## config.mk

```make
export PLATFORM = sky130hd
export DESIGN_NAME = score_comparator
export DESIGN_NICKNAME = d
export VERILOG_FILES = /design/src/rtl/score_comparator_pkg.sv /design/src/rtl/score_max2.sv /design/src/rtl/score_comparator.sv
export SDC_FILE = /design/constraint.sdc
export NUM_CORES = 1
export LEC_CHECK = 0
export CORE_ASPECT_RATIO = 1.1
export CORE_MARGIN = 2
export CORE_UTILIZATION = 40
export CTS_BUF_LIST = sky130_fd_sc_hd__clkbuf_2 sky130_fd_sc_hd__clkbuf_4 sky130_fd_sc_hd__clkbuf_8
export DETAILED_ROUTE_END_ITERATION = 8
export HOLD_SLACK_MARGIN = 0.06
export PLACE_DENSITY = 0.62
export SETUP_SLACK_MARGIN = 0.4
export SLEW_MARGIN = 20
export SYNTH_ARGS = -nofsm -noshare
export SYNTH_HDL_FRONTEND = slang
export SYNTH_SLANG_ARGS = --single-unit
```

## constraint.sdc

```tcl
create_clock -name clk -period 3.51 [get_ports clk]
set_clock_uncertainty 0.1 [all_clocks]
set_input_delay 0.5265 -clock clk [delete_from_list [all_inputs] [get_ports clk]]
set_output_delay 0.5265 -clock clk [all_outputs]
set_load 0.03 [all_outputs]
```

## src/rtl/score_comparator_pkg.sv

```systemverilog
// Shared definitions for the alignment-cell comparator and its downstream selector.
package score_comparator_pkg;

    localparam int unsigned SCORE_W_DEFAULT = 8;

    // One-hot winner codes, also decoded by the score selector stage
    localparam logic [2:0] SEL_MATCH    = 3'b100;
    localparam logic [2:0] SEL_MISMATCH = 3'b010;
    localparam logic [2:0] SEL_GAP      = 3'b001;

endpackage

```

## src/rtl/score_max2.sv

```systemverilog
// Combinational signed 2-input max; a tie goes to the first operand.
module score_max2 #(
    parameter int unsigned W = 8
) (
    input  logic signed [W-1:0] a,
    input  logic signed [W-1:0] b,
    output logic                a_wins_c,
    output logic signed [W-1:0] max_c
);

    // First operand wins unless the second is strictly greater
    always_comb begin
        a_wins_c = (a >= b);
        max_c    = a_wins_c ? a : b;
    end

endmodule

```

## src/rtl/score_comparator.sv

```systemverilog
// Two-stage streaming comparator producing the one-hot selection code for one
// alignment cell. Optional saturating winner statistics: SCORE_COMPARATOR_STATS_EN.
module score_comparator
    import score_comparator_pkg::*;
#(
    parameter int unsigned SCORE_W = SCORE_W_DEFAULT,
    parameter int unsigned IDX_W   = 10
`ifdef SCORE_COMPARATOR_STATS_EN
    ,
    parameter int unsigned STAT_W  = 16
`endif
) (
    input  logic                      clk,
    input  logic                      rst_n,
    input  logic                      in_valid,
    output logic                      in_ready,
    input  logic signed [SCORE_W-1:0] in_match,
    input  logic signed [SCORE_W-1:0] in_mismatch,
    input  logic signed [SCORE_W-1:0] in_gap,
    input  logic                      in_last,
    output logic                      out_valid,
    input  logic                      out_ready,
    output logic [2:0]                out_sel,
    output logic signed [SCORE_W-1:0] out_score,
    output logic                      out_last,
    output logic [IDX_W-1:0]          out_idx
`ifdef SCORE_COMPARATOR_STATS_EN
    ,
    input  logic                      stat_clr,
    output logic [STAT_W-1:0]         stat_match,
    output logic [STAT_W-1:0]         stat_mismatch,
    output logic [STAT_W-1:0]         stat_gap
`endif
);

    logic                      s1_valid;
    logic [2:0]                s1_sel;
    logic signed [SCORE_W-1:0] s1_score;
    logic signed [SCORE_W-1:0] s1_gap;
    logic                      s1_last;
    logic                      s2_valid;
    logic [IDX_W-1:0]          idx_cnt;

    logic                      s1_advance;
    logic                      s1_load;
    logic                      s2_load;
    logic                      st1_match_wins_c;
    logic signed [SCORE_W-1:0] st1_max_c;
    logic                      st2_keep_c;
    logic signed [SCORE_W-1:0] st2_max_c;

    // Stage 2 drains when empty or accepted; stage 1 accepts when it can move on
    assign s1_advance = !s2_valid || out_ready;
    assign in_ready   = !s1_valid || s1_advance;
    assign s1_load    = in_valid && in_ready;
    assign s2_load    = s1_valid && s1_advance;
    assign out_valid  = s2_valid;

    score_max2 #(.W(SCORE_W)) u_max_st1 (
        .a        (in_match),
        .b        (in_mismatch),
        .a_wins_c (st1_match_wins_c),
        .max_c    (st1_max_c)
    );

    score_max2 #(.W(SCORE_W)) u_max_st2 (
        .a        (s1_score),
        .b        (s1_gap),
        .a_wins_c (st2_keep_c),
        .max_c    (st2_max_c)
    );

    // Stage 1: register the match-vs-mismatch winner alongside gap and last
    always_ff @(posedge clk or negedge rst_n) begin
        if (!rst_n) begin
            s1_valid <= 1'b0;
            s1_sel   <= 3'b000;
            s1_score <= '0;
            s1_gap   <= '0;
            s1_last  <= 1'b0;
        end else if (s1_load) begin
            s1_valid <= 1'b1;
            s1_sel   <= st1_match_wins_c ? SEL_MATCH : SEL_MISMATCH;
            s1_score <= st1_max_c;
            s1_gap   <= in_gap;
            s1_last  <= in_last;
        end else if (s1_advance) begin
            s1_valid <= 1'b0;
        end
    end

    // Stage 2: settle against gap, stamp the row index; a load beats a drain
    always_ff @(posedge clk or negedge rst_n) begin
        if (!rst_n) begin
            s2_valid  <= 1'b0;
            out_sel   <= 3'b000;
            out_score <= '0;
            out_last  <= 1'b0;
            out_idx   <= '0;
            idx_cnt   <= '0;
        end else if (s2_load) begin
            s2_valid  <= 1'b1;
            out_sel   <= st2_keep_c ? s1_sel : SEL_GAP;
            out_score <= st2_max_c;
            out_last  <= s1_last;
            out_idx   <= idx_cnt;
            idx_cnt   <= s1_last ? '0 : idx_cnt + IDX_W'(1);
        end else if (out_ready) begin
            s2_valid  <= 1'b0;
        end
    end

`ifdef SCORE_COMPARATOR_STATS_EN
    logic out_fire;
    assign out_fire = s2_valid && out_ready;

    // Saturating per-winner counters; clear has priority over counting
    always_ff @(posedge clk or negedge rst_n) begin
        if (!rst_n) begin
            stat_match    <= '0;
            stat_mismatch <= '0;
            stat_gap      <= '0;
        end else if (stat_clr) begin
            stat_match    <= '0;
            stat_mismatch <= '0;
            stat_gap      <= '0;
        end else if (out_fire) begin
            if (out_sel == SEL_MATCH && stat_match != '1)
                stat_match <= stat_match + STAT_W'(1);
            if (out_sel == SEL_MISMATCH && stat_mismatch != '1)
                stat_mismatch <= stat_mismatch + STAT_W'(1);
            if (out_sel == SEL_GAP && stat_gap != '1)
                stat_gap <= stat_gap + STAT_W'(1);
        end
    end
`endif

endmodule

```

==> flow_metrics.py <==
metrics = {
    "grt": {
        "grt_max_degree": 38,
        "grt_usage": 0.1655,
        "overflow": 0,
        "antenna_found_initial": 0,
        "grt_pass1_wl_mm": 9.653,
        "grt_pass1_vias": 2062,
    },
    "logic_synthesis": {
        "yosys_warnings": 0,
        "netlist_area_um2": 2694,
        "synth-edff-count": 0,
        "synthArstFlopShare": 1.000,
        "yosysSeqAreaShare": 0.4923,
        "ys_ff_latch": 53,
        "syn_inst": 285,
        "synth_flop_cell": "dfrtp_1",
        "ys_types": 41,
        "syn_nets": 331,
        "syn_area_per_cell_um2": 9.452,
    },
    "floorplan": {
        "row_count": 31,
        "coreArea_um2": 6555,
        "die_area_um2": 7408,
        "io_pins": 53,
        "die_y_um": 90.07,
        "die_w_um": 82.25,
        "initial_core_util": 0.4110,
    },
    "timing": {
        "finalHoldViolations": 0,
        "worst_pin_slew_ns": 0.8412,
        "finalMaxSlewViolations": 0,
        "tns_ns": 0,
        "relSlewSlack": 0.4392,
        "fmaxAchievable_mhz": 394.1,
        "rsz0062_at_grt": "false",
        "setup_viol": 0,
        "final.period_utilization": 0.7230,
        "fin_crit_ns": 2.538,
    },
    "critical_path": {
        "crit_slowest_cell": "clkdlybuf4s50_1",
        "path_cells": "clkdlybuf4s50_1 -> nor2b_1 -> nand2_1 -> clkdlybuf4s50_1",
        "r2r_end": "out_score[7]$_DFFE_PN0P_",
        "cp_top_family": "buffers and inverters",
        "rr_worst_depth": 6,
        "worst-setup-path-type": "in2out",
        "cp_common_cell": "clkdlybuf4s50_1",
        "crit_required_ns": 2.88,
        "cp-start-kind": "primary input",
        "slowest_delay_ns": 0.62,
        "reg2reg_slack_ns": 1.28,
        "crit_path_end_kind": "output port",
        "crit_buf_inv": 2,
        "critPathMaxFanout": 4,
        "rr_startpoint": "s1_score[5]$_DFFE_PN0P_",
        "cp.arrival_ns": 1.91,
    },
    "cts": {
        "clk_latency_ns": 0.31,
        "cts_setup_buffers": 0,
        "cts.repair.resized": 0,
        "cts_hold_buf": 0,
        "clk_path_buf_depth": 2,
        "cts_tree": "built",
        "clk_pin_slew_ns": 0.09,
        "root_buffer": "clkbuf_8",
        "numCtsBuffers": 5,
        "clock_sinks": 53,
        "cts.htree.levels": 2,
    },
    "detailed_routing": {
        "wl_per_cell_um": 13.61,
        "antenna_left": 0,
        "first_iter_violations": 91,
        "drt_wl_total_mm": 5.702,
        "drt_pre_antenna_iters": 4,
        "via_count": 2142,
        "viasPerCell": 5.112,
        "drc": 0,
    },
    "placed_design": {
        "place_inst": 411,
        "hpwl_mm": 4.118,
        "portBuffers": 52,
        "gp_congestion": 0.7947,
        "dpl_cell_area_um2": 3271,
    },
    "layout": {
        "layout_commonest_cell": "nand2_1",
        "final_cell_mix": "nand2_1 (66), dfrtp_1 (53), clkdlybuf4s50_1 (51), o21ai_0 (22), inv_1 (19)",
        "syn_to_final_growth_pct": 24.80,
        "utilization": 0.5129,
        "nets": 382,
        "final_layout_size_suffix_gt1_frac": 0.07715,
        "final_area_um2": 3362,
        "finalNonFillerCells": 419,
        "antenna_cells": 0,
        "fillerInstances": 631,
    },
    "min_path": {
        "hold_path.class": "in2async",
    },
    "power": {
        "power.leakage_uw": 0.001562,
        "ir_drop_v": 0.0002624,
        "power.total_uw": 1942,
        "p_per_area_nw_per_um2": 577.5,
    },
    "run_status": {
        "status": "completed",
    },
    "flow_run": {
        "max_cap_viol_count": 0,
    },
}
-- synth_stat cells (2+ instances only) --
library cell   n  area share
a21o_1         3      0.0084
a21oi_1       14       0.026
a31oi_1        9       0.021
and2_1         2      0.0046
and3_1         2      0.0046
buf_6          2      0.0084
clkbuf_1       8       0.011
dfrtp_1       53        0.49
ha_1          17       0.079
inv_1         19       0.026
nand2_1       66       0.092
nand2b_1       8       0.019
nand3_1        7       0.013
nand4_1        2      0.0046
nor2_1        14       0.020
nor3_1         4      0.0074
o21ai_0       22       0.041
o221a_1        3       0.013
o221a_2        5       0.021
or2b_2         2      0.0065
xor2_1         3      0.0098
-- power by group --
group	switching (uW)	internal (uW)
sequential	110	748
clock	195	166
combinational	392	332
-- metrics by stage --
| step | worst slack [ns] | hold slack (ns) |
|---|---|---|
| after global placement | 0.8709 | 0.3571 |
| after global routing | 0.8800 | 0.2741 |
| after detailed placement | 0.8165 | 0.3616 |
| after floorplan | 1.386 | 0.1309 |
| final | 0.9723 | 0.2111 |
| after CTS | 0.9701 | 0.2321 |
-- worst max-delay path by stage --
stage          depth (start not counted)                 endpoint            from
2_1_floorplan                          8  s1_score[0]$_DFFE_PN0P_  in_mismatch[5]
3_3_place_gp                           8  s1_score[0]$_DFFE_PN0P_  in_mismatch[5]
3_5_place_dp                           8  s1_score[0]$_DFFE_PN0P_  in_mismatch[5]
4_1_cts                                4                 in_ready       out_ready
5_1_grt                                4                 in_ready       out_ready
6_report                               4                 in_ready       out_ready
-- worst register-to-register path, stage by stage (launching register included) --
cell and delay [ns]:
dfrtp_1 0.43, ha_1 0.33, a21o_1 0.21, a2111oi_4 0.33, o32a_2 0.24, nand2_2 0.15, o221a_2 0.34
-- layout make-up --
| class | count | area [um2] | area share |
|---|---|---|---|
| repair buffers | 56 | 545.5 | 0.1623 |
| multi-input cells | 201 | 1225 | 0.3643 |
| clock buffers | 8 | 91.34 | 0.02717 |
| flip-flops and latches | 53 | 1326 | 0.3945 |
| inverters | 19 | 71.32 | 0.02121 |
| well taps | 82 | 102.6 | 0.03052 |
-- routing by layer --
metal	part of all wire	wire, um	global-route usage	up-vias
met5	0	0	0	-
met4	0.017	95	0.05833	0
met3	0.036	207	0.03614	7
met2	0.45	2547	0.2500	48
met1	0.50	2851	0.2315	1013
li1	-	-	-	1074
-- sequential cells by signal (all words and copies together) (netlist names) --
name / flops
s1_valid: 1
s1_gap: 8
out_idx: 10
s1_sel: 2
s1_score: 8
s1_last: 1
out_last: 1
idx_cnt: 10
out_valid: 1
out_sel: 3
out_score: 8
-- logic make-up after synthesis --
kind of cell	synth area share
and+or+nand+nor	0.1872
AOI/OAI and AO/OA	0.1677
DFF	0.4923
buffers and inverters	0.05295
adders and majority gates	0.07896
xor gates and xnor gates	0.01301
muxes	0.007896
No activity file was read; power rests on OpenSTA's default activity.
